[src/rtl/spi_arb_seq.sv]
// Two-requester burst sequencer and arbiter in front of a byte-wide SPI master.
// Define SPI_ARB_RR_EN for round-robin ties; otherwise requester 0 has priority.
module spi_arb_seq #(
    parameter int DATA_W   = 8,
    parameter int LEN_W    = 4,
    parameter int GAP_CLKS = 4
) (
    input  logic                clk_i,
    input  logic                rstn_i,
    input  logic [1:0]          req_i,
    input  logic [2*LEN_W-1:0]  len_i,
    input  logic [2*DATA_W-1:0] tx_data_i,
    output logic [1:0]          tx_rdy_o,
    output logic [DATA_W-1:0]   rx_data_o,
    output logic [1:0]          rx_vld_o,
    output logic [1:0]          done_o,
    output logic [1:0]          grant_o,
    output logic                m_wr_o,
    output logic                m_csn_o,
    output logic [DATA_W-1:0]   m_data_o,
    input  logic                m_busy_i,
    input  logic [DATA_W-1:0]   m_data_i
);

    localparam int GAP_W = (GAP_CLKS > 1) ? $clog2(GAP_CLKS) : 1;

    typedef enum logic [2:0] {
        S_IDLE,
        S_ARB,
        S_LOAD,
        S_WAIT_HI,
        S_WAIT_LO,
        S_CLOSE,
        S_DONE,
        S_GAP
    } state_t;

    state_t             state, state_d;
    logic               win, win_d;
    logic [LEN_W-1:0]   cnt, cnt_d;
    logic [GAP_W-1:0]   gap, gap_d;
    logic [1:0]         tx_rdy_d, rx_vld_d, done_d, grant_d;
    logic [DATA_W-1:0]  rx_data_d, mdata_d;
    logic               wr_d, csn_d;
    logic               pick;
    logic [LEN_W-1:0]   pick_len;
    logic [DATA_W-1:0]  win_tx;
    logic [1:0]         win_oh;

`ifdef SPI_ARB_RR_EN
    logic last, last_d;

    // On a tie the requester that did not own the last burst wins.
    always_comb begin
        if (req_i == 2'b11) pick = ~last;
        else                pick = req_i[1];
    end
`else
    always_comb pick = ~req_i[0];
`endif

    assign pick_len = pick ? len_i[2*LEN_W-1:LEN_W] : len_i[LEN_W-1:0];
    assign win_tx   = win ? tx_data_i[2*DATA_W-1:DATA_W]
                          : tx_data_i[DATA_W-1:0];
    assign win_oh   = {win, ~win};

    always_comb begin
        state_d   = state;
        win_d     = win;
        cnt_d     = cnt;
        gap_d     = gap;
        grant_d   = grant_o;
        rx_data_d = rx_data_o;
        mdata_d   = m_data_o;
        tx_rdy_d  = 2'b00;
        rx_vld_d  = 2'b00;
        done_d    = 2'b00;
        wr_d      = 1'b0;
        csn_d     = 1'b1;
`ifdef SPI_ARB_RR_EN
        last_d    = last;
`endif
        unique case (state)
            S_IDLE: begin
                if (|req_i) state_d = S_ARB;
            end
            S_ARB: begin
                if (|req_i) begin
                    win_d   = pick;
                    grant_d = {pick, ~pick};
                    cnt_d   = pick_len;
`ifdef SPI_ARB_RR_EN
                    last_d  = pick;
`endif
                    state_d = (pick_len == '0) ? S_DONE : S_LOAD;
                end else begin
                    state_d = S_IDLE;
                end
            end
            S_LOAD: begin
                wr_d     = 1'b1;
                csn_d    = 1'b0;
                mdata_d  = win_tx;
                tx_rdy_d = win_oh;
                state_d  = S_WAIT_HI;
            end
            S_WAIT_HI: begin
                csn_d = 1'b0;
                if (m_busy_i) state_d = S_WAIT_LO;
            end
            S_WAIT_LO: begin
                csn_d = 1'b0;
                if (!m_busy_i) begin
                    rx_data_d = m_data_i;
                    rx_vld_d  = win_oh;
                    cnt_d     = cnt - 1'b1;
                    state_d   = (cnt == LEN_W'(1)) ? S_CLOSE : S_LOAD;
                end
            end
            S_CLOSE: begin
                // Write strobe with csn high makes the master release select.
                wr_d    = 1'b1;
                state_d = S_DONE;
            end
            S_DONE: begin
                done_d  = win_oh;
                grant_d = 2'b00;
                gap_d   = GAP_W'(GAP_CLKS - 1);
                state_d = S_GAP;
            end
            S_GAP: begin
                if (gap == '0) state_d = S_IDLE;
                else           gap_d   = gap - 1'b1;
            end
            default: state_d = S_IDLE;
        endcase
    end

    always_ff @(posedge clk_i or negedge rstn_i) begin
        if (!rstn_i) begin
            state     <= S_IDLE;
            win       <= 1'b0;
            cnt       <= '0;
            gap       <= '0;
            grant_o   <= 2'b00;
            tx_rdy_o  <= 2'b00;
            rx_vld_o  <= 2'b00;
            done_o    <= 2'b00;
            rx_data_o <= '0;
            m_wr_o    <= 1'b0;
            m_csn_o   <= 1'b1;
            m_data_o  <= '0;
        end else begin
            state     <= state_d;
            win       <= win_d;
            cnt       <= cnt_d;
            gap       <= gap_d;
            grant_o   <= grant_d;
            tx_rdy_o  <= tx_rdy_d;
            rx_vld_o  <= rx_vld_d;
            done_o    <= done_d;
            rx_data_o <= rx_data_d;
            m_wr_o    <= wr_d;
            m_csn_o   <= csn_d;
            m_data_o  <= mdata_d;
        end
    end

`ifdef SPI_ARB_RR_EN
    always_ff @(posedge clk_i or negedge rstn_i) begin
        if (!rstn_i) last <= 1'b1;
        else         last <= last_d;
    end
`endif

endmodule

[config.mk]
export PLATFORM = sky130hd
export DESIGN_NAME = spi_arb_seq
export DESIGN_NICKNAME = d
export VERILOG_FILES = /design/src/rtl/spi_arb_seq.sv
export SDC_FILE = /design/constraint.sdc
export NUM_CORES = 1
export LEC_CHECK = 0
export CAP_MARGIN = 20
export CORE_MARGIN = 2
export CORE_UTILIZATION = 45
export CTS_BUF_LIST = sky130_fd_sc_hd__clkbuf_4 sky130_fd_sc_hd__clkbuf_8
export CTS_CLUSTER_SIZE = 10
export DETAILED_ROUTE_END_ITERATION = 12
export GPL_TIMING_DRIVEN = 0
export PLACE_DENSITY = 0.9
export RECOVER_POWER = 50
export SYNTH_ARGS = -nofsm -noshare
export SYNTH_HDL_FRONTEND = slang
export SYNTH_SLANG_ARGS = --single-unit
[constraint.sdc]
create_clock -name clk_i -period 2.3 [get_ports clk_i]
set_input_delay 0.46 -clock clk_i [delete_from_list [all_inputs] [get_ports clk_i]]
set_output_delay 0.46 -clock clk_i [all_outputs]
set_load 0.02 [all_outputs]
==> impl_results.md, run 1 <==
* DRC errors left at 0
* Total die area at 4660 µm²
* Syn nets at 214
* Synth area leader: dfrtp_1
* Worst VDD drop at 0.418 mV
* Status: finished clean
* I/O pins at 63
* Worst path depth at 1
* Seq pwr share at 31.9%
* Async set-or-reset flop fraction in the synthesized netlist at 100%
* Die Wd at 68.3 µm
* Final nets at 283
* Post-detail-place hpwl at 3270 µm
* Port Buffers at 62
* Data required time of the worst path at 1840 ps
* CP Class: reg2out
* RSZ-0062 raised after global routing: false
* Max Slew Vio Count at 0
* Relative slew slack at 45.4%
* Worst setup EP type: primary output
* Critical path arrival at 1420 ps
* Reg2Reg Capture Point: rx_data_o[1]
* CP startpoint kind: flop
* Worst setup path endpoint: m_csn_o
* Final worst-path setup slack at 423 ps
* Cell with the most instances after synthesis: dfrtp_1
* Maxcap violations at 0
* Post-Place Setup Slack at 208 ps
* Num rows at 23
* Worst r2r src: state[2]
* Avg WL per Cell at 15.0 µm
* Share of the synthesized area in the top cell type at 47.1%
* Switching share of power at 37.7%
* Top_reg_cell synth: dfrtp_1
* Aggregate routed wire length at 4420 µm
* Setup Viol. Count Final at 0
* TritonCTS buffer count at 5
* Critical path origin: m_csn_o
* Worst Max-Slew Pin Slew at 818 ps
* Via Count at 1591
* Synth warn at 0
* Global-route wire length before repair at 6870 µm
* CP top delay family: buffers and inverters
* Vias per cell at 5.41
* Crit path time final at 1880 ps
* N_diodes at 0
* Worst path max stage delay at 610 ps
* CTS Hold Bufs at 0
* Worst-path clk slew at 70 ps
* Initial Util at 46.4%
* Clock Tree Buf Depth at 2
* Register bit total from synthesis at 36
* Synthesized area at 1860 µm²
* Pwr Density at 1240 nW/µm²
* Synth cell types at 42
* Top cells by area, synth: dfrtp_1 47%, mux2_4 6.5%, mux2i_1 4.8%
* Combinational fraction of design power at 51.6%
* Root buffer cell: clkbuf_8
* RePlAce Congestion at 0.841
* Post-CTS setup buffers at 0
* Initial DRC count at 116
* Max FO, Critical Path at 1
* Synthesis-to-layout area growth at 42.1%
* Clk network pwr share at 16.5%
* Fillers at 295
* Fin crit share at 81.6%
* Post-synth EDFFs at 0
* Post-CTS resize count at 0
* Remaining antenna violation count after routing at 0
* Final hold vios at 0
* Reg-to-reg slack, setup at 500 ps
* Hold WS at 270 ps
* Vias in the first global route at 1597
* First-pass DRT Iterations at 4
* TritonCTS clock tree: done
* Slowest-stage cell, CP: clkdlybuf4s50_1
* GR Overflow Total at 0
* Overall routing resource usage at 20.0%
* Largest net degree at the start of global routing at 37
* CP cell instances: clkdlybuf4s50_1
* Lkg Pwr at 1.12 nW
* Top cells by count, synth: 35 x dfrtp_1, 17 x nor2_1, 15 x a21oi_1, 9 x mux2i_1, 9 x nor3_1
* Post-synthesis sequential area ratio at 48.6%
* Synthesized area per cell at 10.7 µm²
* P_sw at 1.24 mW
* Layout cell share with drive strength beyond 1 at 12.3%
* Initial antenna violation count at 0
* Chip height at 68.3 µm
* Synth Instances at 174
* Total power at 3.29 mW
* H-tree depth at 2
* Worst path bufs/invs at 1
* Clock Latency Late Sink at 280 ps
* Core area at 4000 µm²
* Int Pwr at 2.05 mW
* Fmax at 533 MHz
* CTS sink count at 36
* Layout Skew at 4.80 ps
* R2R depth at 5
* Worst min path class: in2async
-- cell usage in the layout, fill, tap and decap left out, types with 2 or more instances in the layout --
| cell | instances |
|---|---|
| clkdlybuf4s50_1 | 61 |
| dfrtp_1 | 35 |
| nor2_1 | 17 |
| a21oi_1 | 15 |
| nor3_1 | 9 |
| mux2i_1 | 9 |
| mux2_4 | 8 |
| nand2_1 | 7 |
| o21ai_0 | 7 |
| inv_1 | 6 |
| clkbuf_1 | 6 |
| clkbuf_8 | 5 |
| nor2b_1 | 4 |
| buf_2 | 4 |
| a2bb2oi_1 | 4 |
| mux2_2 | 3 |
| a22oi_1 | 3 |
| a22o_1 | 3 |
| ha_1 | 3 |
| buf_6 | 2 |
| or3b_1 | 2 |
| and3_1 | 2 |
| nor4_1 | 2 |
| nor3b_1 | 2 |
| nand3_1 | 2 |
| a211oi_1 | 2 |
| o31ai_1 | 2 |
-- final cells by class --
class                   count  area [µm²]  share of cell area (%)
plain buffers              11        60.1                    2.27
clock buffers               6        76.3                    2.89
clock inverters             2        35.0                    1.33
inverters                   6        22.5                   0.853
multi-input cells         121         866                    32.8
flip-flops and latches     36         902                    34.2
well taps                  50        62.6                    2.37
repair buffers             62         616                    23.3
-- stage by stage --
step | instances | utilization (%) | TNS, ps | instance area [µm²]
floorplan | 174 | - | 0 | 1860
global placement | 286 | 63.5 | -406 | 2540
detailed placement | 286 | 63.4 | 0 | 2540
CTS | 294 | 66.2 | 0 | 2650
global route | 294 | 66.0 | 0 | 2640
finish | 294 | 66.0 | 0 | 2640
-- cells by family after synthesis --
group	count (synthesis)	synth area share, %
xor gates and xnor gates	1	0.471
DFF	36	48.6
AOI/OAI and AO/OA	44	15.3
adders and majority gates	3	2.02
muxes	20	13.1
buffers and inverters	17	4.85
and+or+nand+nor	53	15.7
-- sequential cells by signal, summed over array words and instances, names as in the netlist --
| register | count |
|---|---|
| win | 1 |
| rx_vld_o | 2 |
| tx_rdy_o | 2 |
| gap | 2 |
| m_csn_o | 1 |
| state | 3 |
| done_o | 2 |
| cnt | 4 |
| m_wr_o | 1 |
| grant_o | 2 |
| rx_data_o | 8 |
| m_data_o | 8 |
-- routing by layer --
layer,global-route usage (%),routed length [µm],vias up,share of wire [%]
met5,0,0,-,0
met4,10.0,67,0,1.5
li1,-,-,757,-
met2,35.2,2240,70,51
met1,22.8,1780,757,40
met3,4.11,331,7,7.5
-- worst register-to-register path: cells and delay by family, from the launching register on --
kind                   cells  cell delay [ps]
buffers and inverters      2              440
multiplexers               1              330
AND/OR/NAND/NOR            2              590
flip-flops                 1              330
-- power by group through the flow --
stage / sequential [mW] / combinational [mW] / clock, mW
global route: 1.08 / 1.86 / 0.586
detailed placement: 1.05 / 1.71 / 0
finish: 1.05 / 1.70 / 0.542
floorplan: 1.26 / 0.859 / 0
global placement: 1.04 / 1.65 / 0
CTS: 1.05 / 1.72 / 0.561
-- how the worst min path moves through the flow --
stage / startpoint / endpoint / slack, ps
after floorplan: rstn_i / cnt[0] / 160
final: rstn_i / m_data_o[2] / 270
after CTS: rstn_i / m_data_o[2] / 290
after detailed placement: rx_data_o[0] / rx_data_o[0] / 490
after global placement: rx_data_o[3] / rx_data_o[3] / 490
after global routing: rstn_i / m_data_o[1] / 320
(Power assumes the default switching activity.)
==> run 2, diff against run 1 <==
clock period = 1.8 ns   (was 2.3 ns; I/O delays follow)
==> run 2 against run 1 <==
Power is 28% higher. Sequential share of layout area is 0.065 points lower. Clock power is 29% higher. Worst setup slack worse by 300 ps. Sequential cell count stayed put. Cell count stayed put. Hold slack worse by 71 ps. Non-clock buffer count stayed put. Clock skew is 2.1 ps lower. First-iteration DRC count is 11% higher. Critical path type is now reg2reg. Largest cell class unchanged.
==> impl_results.md, run 2 (synthesized netlist as in run 1, its figures left out) <==
* Status: finished clean
* Worst r2r src: state[0]
* Clock Latency Late Sink at 280 ps (about the same)
* Vias per cell at 5.38 (-0.63%)
* Global-route wire length before repair at 6870 µm (unchanged)
* Relative slew slack at 39.4% (-6.1 points)
* Worst VDD drop at 0.515 mV (+23%)
* Worst-path clk slew at 70 ps (about the same)
* Initial DRC count at 129 (+11%)
* Critical path origin: state[0]
* Int Pwr at 2.62 mW (+28%)
* Commonest cells after routing, fill and taps aside: 60 x clkdlybuf4s50_1, 35 x dfrtp_1, 17 x nor2_1, 15 x a21oi_1
* Initial antenna violation count at 0 (unchanged)
* Vias in the first global route at 1597 (unchanged)
* Layout cell share with drive strength beyond 1 at 13.5% (+1.2 points)
* Port Buffers at 62 (unchanged)
* Fmax at 597 MHz
* Lkg Pwr at 1.13 nW (+0.59%)
* Final nets at 283 (unchanged)
* First-pass DRT Iterations at 4 (unchanged)
* Clock Tree Buf Depth at 2 (unchanged)
* Multi-input logic area at 872 µm² (+0.72%)
* Cell mode on critical path: buf_6
* Critical path arrival at 1840 ps (+420 ps)
* Pwr Density at 1590 nW/µm² (+28%)
* Post-CTS setup buffers at 0 (unchanged)
* Setup Viol. Count Final at 0 (unchanged)
* Worst setup EP type: flop
* CP top delay family: simple AND/OR/NAND/NOR gates
* CP startpoint kind: flop
* Worst path max stage delay at 380 ps (-230 ps)
* Die Wd at 68.3 µm (unchanged)
* Overall routing resource usage at 20.0% (unchanged)
* Core area at 4000 µm² (unchanged)
* Crit path time final at 1670 ps
* Clk network pwr share at 16.6% (about the same)
* Maxcap violations at 0 (unchanged)
* CTS sink count at 36 (unchanged)
* RSZ-0062 raised after global routing: false
* Fillers at 295 (unchanged)
* Layout Skew at 2.73 ps (-2.08 ps)
* Post-detail-place hpwl at 3270 µm (unchanged)
* Setup TNS at 0 ps (unchanged)
* Total power at 4.21 mW (+28%)
* Slowest-stage cell, CP: or3b_1
* Fin crit share at 93.0%
* Final hold vios at 0 (unchanged)
* Largest net degree at the start of global routing at 37 (unchanged)
* Top Registers: m_data_o x8, rx_data_o x8, cnt x4
* Seq. cell area at 902 µm² (unchanged)
* Remaining antenna violation count after routing at 0 (unchanged)
* Max FO, Critical Path at 9 (+8)
* Worst path bufs/invs at 2 (+1)
* Combinational fraction of design power at 51.7% (about the same)
* Switching share of power at 37.9% (+0.23 points)
* H-tree depth at 2 (unchanged)
* Total die area at 4660 µm² (unchanged)
* DRC errors left at 0 (unchanged)
* N_diodes at 0 (unchanged)
* Num rows at 23 (unchanged)
* TritonCTS clock tree: done
* Aggregate routed wire length at 4470 µm (+1.1%)
* GR Overflow Total at 0 (unchanged)
* Chip height at 68.3 µm (unchanged)
* I/O pins at 63 (unchanged)
* Root buffer cell: clkbuf_8
* Final core occ at 66.1% (+0.13 points)
* Avg WL per Cell at 15.2 µm (+1.1%)
* Via Count at 1581 (-0.63%)
* Worst Max-Slew Pin Slew at 910 ps (+91.3 ps)
* Data required time of the worst path at 1970 ps (+130 ps)
* Leading cell type in the layout, fill and taps excluded: clkdlybuf4s50_1
* Worst min path class: in2async
* TritonCTS buffer count at 5 (unchanged)
* Initial Util at 46.4% (unchanged)
* Max Slew Vio Count at 0 (unchanged)
* CP Class: reg2reg
* CP cell instances: buf_6 > or3b_1 > buf_6 > nor2_8 > mux2_4
* RePlAce Congestion at 0.841 (unchanged)
* P_sw at 1.60 mW (+29%)
* Synthesis-to-layout area growth at 42.4%
* Seq pwr share at 31.7% (-0.2 points)
## run 2: through the flow
step | hold slack (ps) | std cells | setup WS (ps) | area [µm²]
final | 198 | 294 | 126 | 2650
after CTS | 187 | 294 | 0.0360 | 2650
after detailed placement | 493 | 286 | -192 | 2540
after global routing | 254 | 294 | 25.7 | 2650
after global placement | 490 | 286 | -413 | 2540
after floorplan | 64.4 | 174 | 204 | 1860
## run 2: cell type report
type	instances	area share (%)
multi-input cells	121	33.0
inverters	6	0.851
plain buffers	11	2.46
clock inverters	2	1.32
flip-flops and latches	36	34.1
repair buffers	62	23.0
clock buffers	6	2.89
well taps	50	2.37
## run 2: worst register-to-register path, stage by stage, from the launching register on
cell	delay, ps
dfrtp_1	370
buf_6	130
or3b_1	380
buf_6	150
nor2_8	190
mux2_4	330
## run 2: final timing paths
path / end / slack (ps) / cells past startpoint
max: rx_data_o[1] / 130 / 5
min: m_data_o[2] / 200 / 1
max reg2reg: rx_data_o[1] / 130 / 5
min reg2reg: rx_data_o[0] / 510 / 1
max in group asynchronous: rx_data_o[3] / 1040 / 1
min in group clk_i: rx_data_o[0] / 510 / 1
## run 2: power by group through the flow
stage,registers [mW],logic [mW],clock network [mW]
CTS,1.34,2.20,0.717
global route,1.38,2.39,0.748
floorplan,1.61,1.10,0
detailed placement,1.35,2.19,0
global placement,1.32,2.11,0
finish,1.34,2.18,0.700
## run 2: metal layers
metal  part of all wire (%)  GRT usage, %  up-vias
met5                      0             0        -
met4                    1.5          10.0        0
met3                    7.0          4.11        7
met2                     51          35.2       60
met1                     41          22.8      756
li1                       -             -      758
## run 2: repair_timing
action / 4_1_cts / 5_1_grt
gates resized for setup: 0 / 2
endpoints found under the setup margin: 0 / 4
hold buffers: 0 / 0
==> run 3, diff against run 2 <==
SLEW_MARGIN = 20   (was not set)
==> run 3 against run 2 <==
Routed wire length fell by 0.83%. Clock power grew 1%. Count of clock-buffer cells in the layout did not move. Power increased by 0.41%. Maximum frequency down 0.88%. Largest power group unchanged.
==> impl_results.md, run 3 (synthesized netlist as in run 1, its figures left out) <==
* Status: finished clean
* Data required time of the worst path at 1440 ps (-530 ps)
* Met3 Use GR at 5.92% (+1.8 points)
* Die Wd at 68.3 µm (unchanged)
* Port Buffers at 62 (unchanged)
* Global-route wire length before repair at 6880 µm (+0.20%)
* Worst path max stage delay at 630 ps (+250 ps)
* Final core occ at 66.2% (+0.094 points)
* Setup TNS at 0 ps (unchanged)
* Worst-path clk slew at 70 ps (about the same)
* Layout cell share with drive strength beyond 1 at 13.5% (-0.055 points)
* Num rows at 23 (unchanged)
* Seq pwr share at 31.7% (about the same)
* Clock Tree Buf Depth at 2 (unchanged)
* TritonCTS buffer count at 5 (unchanged)
* Initial antenna violation count at 0 (unchanged)
* Initial DRC count at 112 (-13%)
* DRC errors left at 0 (unchanged)
* Worst setup EP type: primary output
* Final nets at 284 (+0.35%)
* CP startpoint kind: flop
* Aggregate routed wire length at 4430 µm (-0.83%)
* CTS sink count at 36 (unchanged)
* Grt met1 use at 24.3% (+1.5 points)
* Initial Util at 46.4% (unchanged)
* CP Class: reg2out
* Setup Viol. Count Final at 0 (unchanged)
* Post-detail-place hpwl at 3330 µm (+1.9%)
* RePlAce Congestion at 0.841 (unchanged)
* I/O pins at 63 (unchanged)
* Clk network pwr share at 16.8% (+0.2 points)
* Max FO, Critical Path at 4 (-5)
* Int Pwr at 2.62 mW (about the same)
* R2R depth at 5 (unchanged)
* Critical path arrival at 1330 ps (-510 ps)
* GR Overflow Total at 0 (unchanged)
* Top Registers: m_data_o x8, rx_data_o x8, cnt x4
* Switching share of power at 38.2% (+0.24 points)
* Lkg Pwr at 1.13 nW (+0.11%)
* Synthesis-to-layout area growth at 42.6%
* Clock Latency Late Sink at 290 ps (about the same)
* Core area at 4000 µm² (unchanged)
* N_diodes at 0 (unchanged)
* Worst min path class: in2async
* Worst Max-Slew Pin Slew at 889 ps (-20.3 ps)
* Fmax at 592 MHz (-0.88%)
* Area after DPL at 2560 µm² (+1.1%)
* Global routing's busiest layer: met2
* Remaining antenna violation count after routing at 0 (unchanged)
* Worst VDD drop at 0.589 mV (+14%)
* Fin crit share at 93.8% (+0.82 points)
* H-tree depth at 2 (unchanged)
* CP cell instances: clkdlybuf4s50_1
* Overall routing resource usage at 20.2% (+0.19 points)
* Relative slew slack at 40.7% (+1.4 points)
* Combinational fraction of design power at 51.6% (about the same)
* Largest net degree at the start of global routing at 22 (-41%)
* Worst path bufs/invs at 1 (-1)
* Met2 Track Usage GR at 34.7% (-0.49 points)
* Total power at 4.23 mW (+0.41%)
* Post-CTS setup buffers at 0 (unchanged)
* Chip height at 68.3 µm (unchanged)
* Final worst-path setup slack at 111 ps (-14.8 ps)
* Via Count at 1582 (+0.063%)
* Vias per cell at 5.36 (-0.28%)
* Multi-input logic area at 872 µm² (unchanged)
* Fillers at 286 (-3.1%)
* Commonest cells after routing, fill and taps aside: 60 x clkdlybuf4s50_1, 35 x dfrtp_1, 17 x nor2_1, 15 x a21oi_1
* TritonCTS clock tree: done
* P_sw at 1.61 mW (+1.0%)
* Avg WL per Cell at 15.0 µm (-1.2%)
* Slowest-stage cell, CP: clkdlybuf4s50_1
* Post-Place Setup Slack at -214 ps (-22.2 ps)
* RSZ-0062 raised after global routing: false
* CP top delay family: buffers and inverters
* Vias in the first global route at 1468 (-8.1%)
* Design area at 2650 µm² (+0.14%)
* Worst path depth at 1 (-4)
* Final hold vios at 0 (unchanged)
* First-pass DRT Iterations at 4 (unchanged)
* Leading cell type in the layout, fill and taps excluded: clkdlybuf4s50_1
* Max Slew Vio Count at 0 (unchanged)
* Root buffer cell: clkbuf_8
* Crit path time final at 1690 ps (+14.8 ps)
* Pwr Density at 1600 nW/µm² (+0.27%)
* Total die area at 4660 µm² (unchanged)
* Layout Skew at 5.99 ps (+3.27 ps)
* Maxcap violations at 0 (unchanged)
* Seq. cell area at 902 µm² (unchanged)
run 3: cell count changes in the layout (fill, tap and decap cells not counted):
cell and change:
clkbuf_1 +1
run 3: through the flow:
step	hold slack (ps)	instances
after detailed placement	325	287
after global placement	490	286
final	167	295
after floorplan	64.4	174
after global routing	235	295
after CTS	15.9	295
run 3: area by class of cell:
class | count | share of cell area, %
clock inverter | 2 | 1.32
multi-input combinational | 121 | 32.9
sequential | 36 | 34.1
timing repair buffer | 63 | 23.1
inverter | 6 | 0.850
buffer | 11 | 2.46
tap | 50 | 2.36
clock buffer | 6 | 2.88
run 3: per-layer routing:
layer  up-vias  routed length (µm)
met5         -                   0
met4         0                  51
met3         6                 334
met2        55                2220
met1       757                1820
li1        764                   -
run 3: final timing paths:
path / start / to / slack (ps)
max in group asynchronous: rstn_i / m_csn_o / 610
worst min-delay path: rstn_i / cnt[3] / 170
worst min register to register: rx_data_o[0] / rx_data_o[0] / 510
worst max-delay path: grant_o[0] / grant_o[0] / 110
worst max register to register: state[0] / rx_data_o[1] / 120
min in group clk_i: rx_data_o[0] / rx_data_o[0] / 510
run 3: power groups by stage:
stage / logic, mW / clock network, mW / registers, mW
3_5_place_dp: 2.20 / 0 / 1.34
2_1_floorplan: 1.10 / 0 / 1.61
6_report: 2.18 / 0.710 / 1.34
4_1_cts: 2.21 / 0.720 / 1.34
3_3_place_gp: 2.11 / 0 / 1.32
5_1_grt: 2.37 / 0.768 / 1.37
run 3: what timing repair did:
action	in CTS	in global routing
gates resized for setup	0	2
endpoints found under the setup margin	0	4
hold buffers	0	0
